$ cat src/rtl/nand_chain_tester.sv
// rtl/nand_chain_tester.sv - exhaustive stimulus/response checker for a 3-stage NAND chain
`timescale 1ns/1ps
module nand_chain_tester #(
    parameter int SETTLE_CYCLES = 2
) (
    input  logic       clk,
    input  logic       rst,
    input  logic       start,
    output logic       A,
    output logic       B,
    output logic       C,
    output logic       D,
    input  logic       E,
    input  logic       F,
    input  logic       G,
    output logic       busy,
    output logic       done,
    output logic       pass,
    output logic [4:0] err_count,
    output logic       fail_valid,
    output logic [3:0] first_fail_vec,
    output logic [2:0] first_fail_mask
);

    typedef enum logic [2:0] {
        S_IDLE   = 3'd0,
        S_APPLY  = 3'd1,
        S_SETTLE = 3'd2,
        S_CHECK  = 3'd3,
        S_DONE   = 3'd4
    } state_t;

    localparam logic [3:0] SETTLE_LOAD = 4'(SETTLE_CYCLES);

    state_t     state;
    state_t     state_nx;
    logic [3:0] vec;
    logic [3:0] settle_cnt;
    logic       exp_e;
    logic       exp_f;
    logic       exp_g;
    logic [2:0] mask;
    logic       accept;
    logic       do_check;
    logic       in_sweep;
    logic       hold_done;

    assign A = vec[3];
    assign B = vec[2];
    assign C = vec[1];
    assign D = vec[0];

    assign exp_e = ~(vec[3] & vec[2]);
    assign exp_f = ~(exp_e & vec[1]);
    assign exp_g = ~(exp_f & vec[0]);
    assign mask  = {E ^ exp_e, F ^ exp_f, G ^ exp_g};

    always_ff @(posedge clk) begin
        if (rst) begin
            state <= S_IDLE;
        end else begin
            state <= state_nx;
        end
    end

    always_comb begin
        state_nx = state;
        case (state)
            S_IDLE:   if (start) state_nx = S_APPLY;
            S_APPLY:  state_nx = (SETTLE_CYCLES > 0) ? S_SETTLE : S_CHECK;
            S_SETTLE: if (settle_cnt <= 4'd1) state_nx = S_CHECK;
            S_CHECK:  state_nx = (vec == 4'hF) ? S_DONE : S_APPLY;
            S_DONE:   if (start) state_nx = S_APPLY;
            default:  state_nx = S_IDLE;
        endcase
    end

    always_comb begin
        accept    = ((state == S_IDLE) || (state == S_DONE)) && start;
        do_check  = (state == S_CHECK);
        in_sweep  = (state == S_APPLY) || (state == S_SETTLE) || (state == S_CHECK);
        hold_done = (state == S_DONE) && !start;
    end

    // Status outputs are registered, so they trail the state by one edge.
    always_ff @(posedge clk) begin
        if (rst) begin
            vec             <= 4'd0;
            settle_cnt      <= 4'd0;
            busy            <= 1'b0;
            done            <= 1'b0;
            pass            <= 1'b0;
            err_count       <= 5'd0;
            fail_valid      <= 1'b0;
            first_fail_vec  <= 4'd0;
            first_fail_mask <= 3'd0;
        end else begin
            busy <= in_sweep;

            if (accept) begin
                vec             <= 4'd0;
                done            <= 1'b0;
                pass            <= 1'b0;
                err_count       <= 5'd0;
                fail_valid      <= 1'b0;
                first_fail_vec  <= 4'd0;
                first_fail_mask <= 3'd0;
            end else if (hold_done) begin
                done <= 1'b1;
                pass <= (err_count == 5'd0);
            end

            if (state == S_APPLY) begin
                settle_cnt <= SETTLE_LOAD;
            end else if ((state == S_SETTLE) && (settle_cnt != 4'd0)) begin
                settle_cnt <= settle_cnt - 4'd1;
            end

            // vec wraps 15 -> 0 on the final check.
            if (do_check) begin
                vec <= vec + 4'd1;
                if (mask != 3'd0) begin
                    err_count <= err_count + 5'd1;
                    if (!fail_valid) begin
                        fail_valid      <= 1'b1;
                        first_fail_vec  <= vec;
                        first_fail_mask <= mask;
                    end
                end
            end
        end
    end

endmodule
$ cat config.mk
export PLATFORM = sky130hd
export DESIGN_NAME = nand_chain_tester
export DESIGN_NICKNAME = d
export VERILOG_FILES = /design/src/rtl/nand_chain_tester.sv
export SDC_FILE = /design/constraint.sdc
export NUM_CORES = 1
export LEC_CHECK = 0
export ABC_AREA = 1
export BUFFER_PORTS_ARGS = -buffer_cell sky130_fd_sc_hd__buf_2
export CAP_MARGIN = 20
export CORE_UTILIZATION = 45
export CTS_BUF_LIST = sky130_fd_sc_hd__clkbuf_4 sky130_fd_sc_hd__clkbuf_8
export DETAILED_ROUTE_END_ITERATION = 10
export PLACE_DENSITY = 0.69
export SLEW_MARGIN = 20
export SYNTH_ARGS = -nofsm -noshare
export SYNTH_HDL_FRONTEND = slang
export SYNTH_SLANG_ARGS = --single-unit
$ cat constraint.sdc
create_clock -name clk -period 1.24 [get_ports clk]
set_input_delay 0.248 -clock clk [delete_from_list [all_inputs] [get_ports clk]]
set_output_delay 0.248 -clock clk [all_outputs]
set_load 0.03 [all_outputs]
=== Word-level counts from Yosys, hierarchy flattened ===
Index checks and enable logic that the tools add are counted.

* Bits in registers: 27
* Bits in latches: 0
* Bits in writable memories: 0
* ROM bits: 0
* Input bits: 6
* Output and inout bits: 20
* Memories kept: 0

* Add/sub/neg operators: 3
* Multipliers: 0
* Divide/modulo/power cells: 0
* Order comparisons: 1
* Equal/unequal tests: 7
* Shift operators: 0
* Multiplexer cells: 23
* Bitwise logic cells: 9
* Reduce and logical (&&, ||, !) cells: 17

{| class="wikitable"
|+ Operators by type and width
! kind !! count
|-
| $mux W4 || 6
|-
| $mux W3 || 7
|-
| $mux W5 || 3
|-
| $pmux W3 S4 || 1
|-
| $eq A3 B2 Y1 const B || 2
|-
| $reduce_or A2 Y1 || 3
|-
| $add A5 B1 Y5 const B || 1
|-
| $logic_not A5 Y1 || 1
|-
| $add A4 B1 Y4 const B || 1
|-
| $eq A4 B4 Y1 const B || 1
|-
| $le A4 B1 Y1 const B || 1
|-
| $mux W1 || 4
|-
| $mux W2 || 2
|-
| $reduce_bool A2 Y1 || 2
|-
| $reduce_bool A4 Y1 || 1
|-
| $sub A4 B1 Y4 const B || 1
|-
| $and A1 B1 Y1 || 3
|-
| $eq A3 B1 Y1 const B || 1
|-
| $eq A3 B3 Y1 const B || 1
|-
| $logic_and A1 B1 Y1 || 3
|-
| $logic_not A3 Y1 || 1
|-
| $logic_or A1 B1 Y1 || 3
|-
| $not A1 Y1 || 3
|-
| $reduce_bool A3 Y1 || 1
|-
| other kinds (5) || 7
|}

=== Longest topological paths before layout ===
Gate-level depths: netlist (run 1).

* Depth in word-level cells: 10
* Gate-level depth with buffers: 10

=== Worst setup path before layout (run 1) ===
Ideal clock, no wire load.

* Path kind: register to register
* From: register vec[2]
* To: register first_fail_vec[1]
* Setup time: 0.114 ns
* Data arrival time: 1.360 ns
* Data required time: 1.126 ns
* Setup slack: -0.234 ns
* Cell stages (with the launch flop): 10
* Path buffers: 0
* Clock period less this slack: 1.474 ns
* Path through: dfxtp_1 -> nand2_2 -> nand2_2 -> nand3_1 -> nand2_2 -> nand3_4 -> nand2_4 -> nand2_1 -> nand2_1 -> nor2_1

* Word-level cells in the longest chain between the ends: 10
* Elaborated cells between the ends (all ways): 12
* Those cells by class: mux (2); bitwise (9); reduce/logical (1)

{| class="wikitable"
|+ RTL lines
! item !! line !! text
|-
| start, declared || 37 || <nowiki>logic [3:0] vec;</nowiki>
|-
| start signal, assigned || 121 || <nowiki>vec <= vec + 4'd1;</nowiki>
|-
| $and A1 B1 Y1 * || 53 || <nowiki>assign exp_e = ~(vec[3] & vec[2]);</nowiki>
|-
| $not A1 Y1 * || 53 ||
|-
| $and A1 B1 Y1 || 54 || <nowiki>assign exp_f = ~(exp_e & vec[1]);</nowiki>
|-
| $not A1 Y1 || 54 ||
|-
| $and A1 B1 Y1 || 55 || <nowiki>assign exp_g = ~(exp_f & vec[0]);</nowiki>
|-
| $not A1 Y1 || 55 ||
|-
| $xor A1 B1 Y1 || 56 || <nowiki>assign mask = {E ^ exp_e, F ^ exp_f, G ^ exp_g};</nowiki>
|-
| $reduce_bool A3 Y1 * || 122 || <nowiki>if (mask != 3'd0) begin</nowiki>
|-
| $mux W4 * || 122 ||
|-
| $mux W4 * || 120 || <nowiki>if (do_check) begin</nowiki>
|-
| end signal, assigned || 126 || <nowiki>first_fail_vec <= vec;</nowiki>
|-
| end, declared || 21 || <nowiki>output logic [3:0] first_fail_vec,</nowiki>
|}

Mark *: on every way between the ends. The rest lies on a longest branch, timed or not.
A chain may end at the register's enable or synchronous reset.

=== Worst setup path after layout (run 1) ===
* From: register state[1]
* To: register state[0]

* Word-level cells in the longest chain between the ends: 4
* Elaborated cells between the ends (all ways): 10
* Those cells by class: eq/ne (6); mux (1); reduce/logical (3)

{| class="wikitable"
|+ RTL lines
! item !! line !! text
|-
| start, declared || 35 || <nowiki>state_t state;</nowiki>
|-
| start signal, assigned || 62 || <nowiki>state <= state_nx;</nowiki>
|-
| $eq A3 B3 Y1 or $logic_not A3 Y1 (tied branches) || 68 || <nowiki>case (state)</nowiki>
|-
| $reduce_or A2 Y1 (no line) || - ||
|-
| $ne A2 B1 Y1 (no line) || - ||
|-
| $reduce_and A2 Y1 (no line) || - ||
|}

Parallel ways exist; a longest one is shown, timed or not.

==> impl_metrics.ini, run 1 <==
[placement]
place.detailed.hpwl_um = 2170
port_buffers = 25
gp_congestion = 0.831
place_inst = 266

[timing]
period_needed_ns = 1.26
tns_ns = -0.0346
worst_pin_slew_ns = 0.229
rsz0062_at_grt = true
setup_slack_ns = -0.0160
clock_skew_ns = 0.00795
finalHoldViolations = 0
slew_violations = 0
relSlewSlack_pct = 84.7
setup_violations = 4
fin_crit_sh_pct = 101
timing.fmax_ghz = 0.796

[cells_and_area]
syn2layout_area_growth_pct = 35.7
seqCellArea_um2 = 569
layout.cells.non_filler = 275
finalNetCount = 257
mostFrequentLayoutCell = nand2_1
num-fill-cells = 256
multi_input_area_um2 = 853
drive_gt1_share_pct = 41.8
n_antenna_cell = 0
final_util_pct = 66.6
final_cell_mix = nand2_1 (44), nor2_1 (23), buf_2 (17)

[logic_synthesis]
syn_inst = 199
synth_area_per_cell_um2 = 7.04
ys_seq_area_share_pct = 38.6
ys_types = 26
synth-seq-cells = 27
netlist_area_um2 = 1400
synth_nets = 211
ys_warn_count = 0

[grt]
grt_antenna_before_repair = 0
grt_pass1_vias = 1201
grt_max_degree = 16
grt_usage_pct = 19.9
grt_first_pass_wirelength_um = 5070
overflow = 0

[routing]
drc_errors = 2
wl_per_cell_um = 12.2
antenna_left = 0
vias = 1367
wirelength_um = 3350
drt_iter0_drc = 59
routed_via_density = 4.97
drtPass1Iterations = 7

[pwr]
powerDensity_nw_per_um2 = 1120
cellLeakagePower_uw = 0.000951
max-vdd-ir-drop_uv = 609
p_total_uw = 2120

[critical_path]
endpoint_kind = flop
worst_setup_path_start_kind = flop
cp_max_fo = 9
worstPathRequired_ns = 1.50
worst-setup-path-type = reg2reg
worstPathArrival_ns = 1.52

[outcome]
violations = design-rule violations, negative setup slack
status = finished with violations

[floorplanning]
die-width_um = 57.8
dieArea_um2 = 3340
initial_core_util_pct = 49.1
core_um2 = 2850
io_pins = 26
die_y_um = 57.8
rows = 19

[clocking]
clock_path_buffers = 2
htree_levels = 1
cts_root_buf = clkbuf_4
ctsHoldBuffers = 0
cts_sinks = 27
clkLatencyLatePin_ns = 0.34
clk_pin_slew_ns = 0.15
cts_tree = built
numCtsBuffers = 3

[min_path]
min_path_type = in2reg

[flow_run]
drv_cap = 0
kinds of logic after synthesis:
group	count (synthesis)	share of synthesized area, %
flip-flops	27	38.6
buffers and inverters	28	7.77
XOR/XNOR	2	1.25
AND/OR/NAND/NOR	109	36.4
AO/OA/AOI/OAI	27	10.6
adder cells (fa/ha/maj)	6	5.36
final cells by class:
class                      instances  share of cell area [%]
tap                               31                    2.04
clock buffer                       3                    1.18
timing repair buffer              44                    16.9
multi-input combinational        145                    44.9
sequential                        27                    30.0
clock inverter                     1                   0.263
inverter                          24                    4.74
metal layers:
| metal | up-vias | GRT usage [%] | share of wire (%) |
|---|---|---|---|
| met1 | 608 | 23.6 | 45 |
| li1 | 726 | - | - |
| met2 | 27 | 35.0 | 49 |
| met5 | - | 0 | 0 |
| met3 | 6 | 3.57 | 3.5 |
| met4 | 0 | 8.84 | 2.2 |
flip-flops by register name, summed over array words and instances (netlist names):
register and count:
busy 1, state 3, done 1, first_fail_vec 4, first_fail_mask 3, fail_valid 1
pass 1, err_count 5, vec 4, settle_cnt 4
power breakdown:
group	internal (µW)	total [µW]	switching, µW
clock	122	400	278
combinational	280	738	458
sequential	929	986	56.9
critical path, stage by stage, from the launching register on:
cell and delay (ns):
dfxtp_2 0.36, inv_2 0.05, nor2_2 0.14, nand2_2 0.14
inv_2 0.17, a21oi_1 0.11, a211oi_2 0.22
final timing paths:
check                           from            endpoint  slack [ns]  cells past startpoint
setup / recovery            state[1]            state[0]       -0.02                      6
hold / removal                   rst              vec[1]        0.23                      3
setup reg to reg            state[1]            state[0]       -0.02                      6
hold reg to reg   first_fail_mask[0]  first_fail_mask[0]        0.47                      2
synthesized netlist by cell type, drive strengths merged:
| master | number | area share [%] |
|---|---|---|
| buf | 3 | 1.1 |
| nand3b | 1 | 0.54 |
| nand4 | 2 | 0.89 |
| clkbuf | 1 | 0.27 |
| o21ai | 7 | 2.5 |
| nand2 | 58 | 18 |
| a21oi | 14 | 5.0 |
| a211oi | 2 | 1.1 |
| inv | 24 | 6.4 |
| o21a | 1 | 0.54 |
| nor2 | 27 | 7.8 |
| o211ai | 1 | 0.54 |
| a31oi | 1 | 0.45 |
| nand3 | 16 | 6.6 |
| ha | 6 | 5.4 |
| xnor2 | 2 | 1.3 |
| nor3 | 4 | 2.1 |
| nor3b | 1 | 0.89 |
| dfxtp | 27 | 39 |
| a21boi | 1 | 0.54 |
timing repair:
action	4_1_cts	5_1_grt
gates resized for setup	22	40
pin swaps	3	5
setup endpoints to repair	17	28
buffers inserted	2	2
cloned	1	0
metrics by stage:
| step | instance area, µm² | worst slack, ns | hold slack (ns) |
|---|---|---|---|
| global placement | 1670 | -0.0378 | 0.443 |
| floorplan | 1410 | 0.00254 | 0.416 |
| detailed placement | 1670 | -0.0320 | 0.451 |
| global route | 1900 | -0.0979 | 0.241 |
| CTS | 1780 | -0.000395 | 0.202 |
| finish | 1900 | -0.0160 | 0.233 |
Power figures use the tool's default switching activity.
==> run 2: changes to the inputs <==
- RECOVER_POWER: not set -> 50
==> impl_metrics.ini, run 2 (same netlist as run 1, synthesis figures left out) <==
[critical_path]
worst-setup-path-type = reg2reg
endpoint_kind = flop
r2r_slack_ns = -0.04
cp_max_fo = 9
worst_setup_path_start_kind = flop
worst_r2r_path_depth = 6
worstPathArrival_ns = 1.54
worstPathRequired_ns = 1.50
r2r_start = state[1]
r2r_end = state[0]

[min_path]
min-delay-start = rst
worstHoldEndpoint = vec[1]
min_path_type = in2reg
worst_hold_path.num_cells = 3

[routing]
vias = 1364
routed_via_density = 4.96
drt_iter0_drc = 65
wl_per_cell_um = 12.2
antenna_left = 0
drc_errors = 2
drtPass1Iterations = 7
wirelength_um = 3350

[timing]
relSlewSlack_pct = 84.7
setup_slack_ns = -0.0369
worst_pin_slew_ns = 0.229
period_needed_ns = 1.28
fin_crit_sh_pct = 103
clock_skew_ns = 0.00629
finalHoldViolations = 0
rsz0062_at_grt = true
timing.fmax_ghz = 0.783
slew_violations = 0
setup_violations = 5
tns_ns = -0.0880

[grt]
grt_antenna_before_repair = 0
overflow = 0
grt_usage_pct = 19.9
grt_first_pass_wirelength_um = 5070
grt_pass1_vias = 1201
grt_max_degree = 16

[cells_and_area]
mostFrequentLayoutCell = nand2_1
largest_register = err_count
final_cell_mix = nand2_1 (44), nor2_1 (23), inv_1 (15), nand3_1 (15), dfxtp_1 (15)
largest_reg_flops = 5
syn2layout_area_growth_pct = 35.7
drive_gt1_share_pct = 41.0
fin_area_um2 = 1900
finalNetCount = 257
n_antenna_cell = 0

[placement]
placed_area_um2 = 1670
gp_congestion = 0.831
dp_slack_ns = -0.0320
port_buffers = 25
place.detailed.hpwl_um = 2170

[floorplanning]
io_pins = 26
rows = 19
dieArea_um2 = 3340
core_um2 = 2850
die-width_um = 57.8
die_y_um = 57.8
initial_core_util_pct = 49.1

[pwr]
p_int_uw = 1330
p_comb_share_pct = 34.7
max-vdd-ir-drop_uv = 605
powerDensity_nw_per_um2 = 1110
power_switching_uw = 789
cellLeakagePower_uw = 0.000946
clkPwrFrac_pct = 18.8
seqPwrFrac_pct = 46.6
switching_share_pct = 37.3

[clocking]
cts_tree = built
htree_levels = 1
clk_pin_slew_ns = 0.15
cts_sinks = 27
numCtsBuffers = 3
cts_root_buf = clkbuf_4
clkLatencyLatePin_ns = 0.34
clock_path_buffers = 2

[outcome]
status = finished with violations
violations = design-rule violations, negative setup slack

[flow_run]
drv_cap = 0
run 2: layout make-up:
cell class	count	area, µm²
flip-flops and latches	27	568
fillers	257	953
multi-input cells	145	853
well taps	31	38.8
inverters	24	90.1
repair buffers	44	322
clock buffers	3	22.5
clock inverters	1	5.00
run 2: timing repair:
item,4_1_cts,5_1_grt
hold buffers,0,0
setup buffers,2,2
resized for setup,22,40
endpoints found under the setup margin,17,28
pin swaps,3,5
cloned,1,0
run 2: how the worst max path moves through the flow:
stage	start	end	slack, ns	cells past startpoint
after global routing	state[1]	first_fail_vec[1]	-0.1	7
after detailed placement	state[0]	err_count[2]	-0.03	8
after global placement	state[0]	err_count[2]	-0.04	8
final	state[1]	state[0]	-0.04	6
after floorplan	vec[2]	first_fail_vec[1]	0.003	9
after CTS	vec[2]	B	-0.0004	2
run 2: through the flow:
stage                     hold WS, ns  util, %  total power [µW]  instances
final                           0.234     66.6              2120        275
after global routing            0.241     66.6              2230        275
after CTS                       0.202     62.2              2000        273
after detailed placement        0.451     58.5              1580        266
after global placement          0.443     58.5              1580        266
after floorplan                 0.416        -              1390        199
run 2: worst max-delay path, stage by stage (launching register included):
cell and delay (ns):
dfxtp_1 0.37, inv_2 0.05, nor2_2 0.14, nand2_2 0.14
inv_2 0.17, a21oi_1 0.11, a211oi_2 0.22
run 2: power by group through the flow:
stage               clock (µW)  sequential, µW  combinational (µW)
floorplan                    0            1050                 338
global placement             0             994                 582
detailed placement           0             994                 584
CTS                        414             980                 602
global route               439             992                 796
finish                     397             985                 733
run 2: layer usage:
layer  GRT usage (%)  share of wire, %
met3            3.57               3.6
met5               0                 0
met1            23.6                45
met4            8.84               2.2
met2            35.0                49
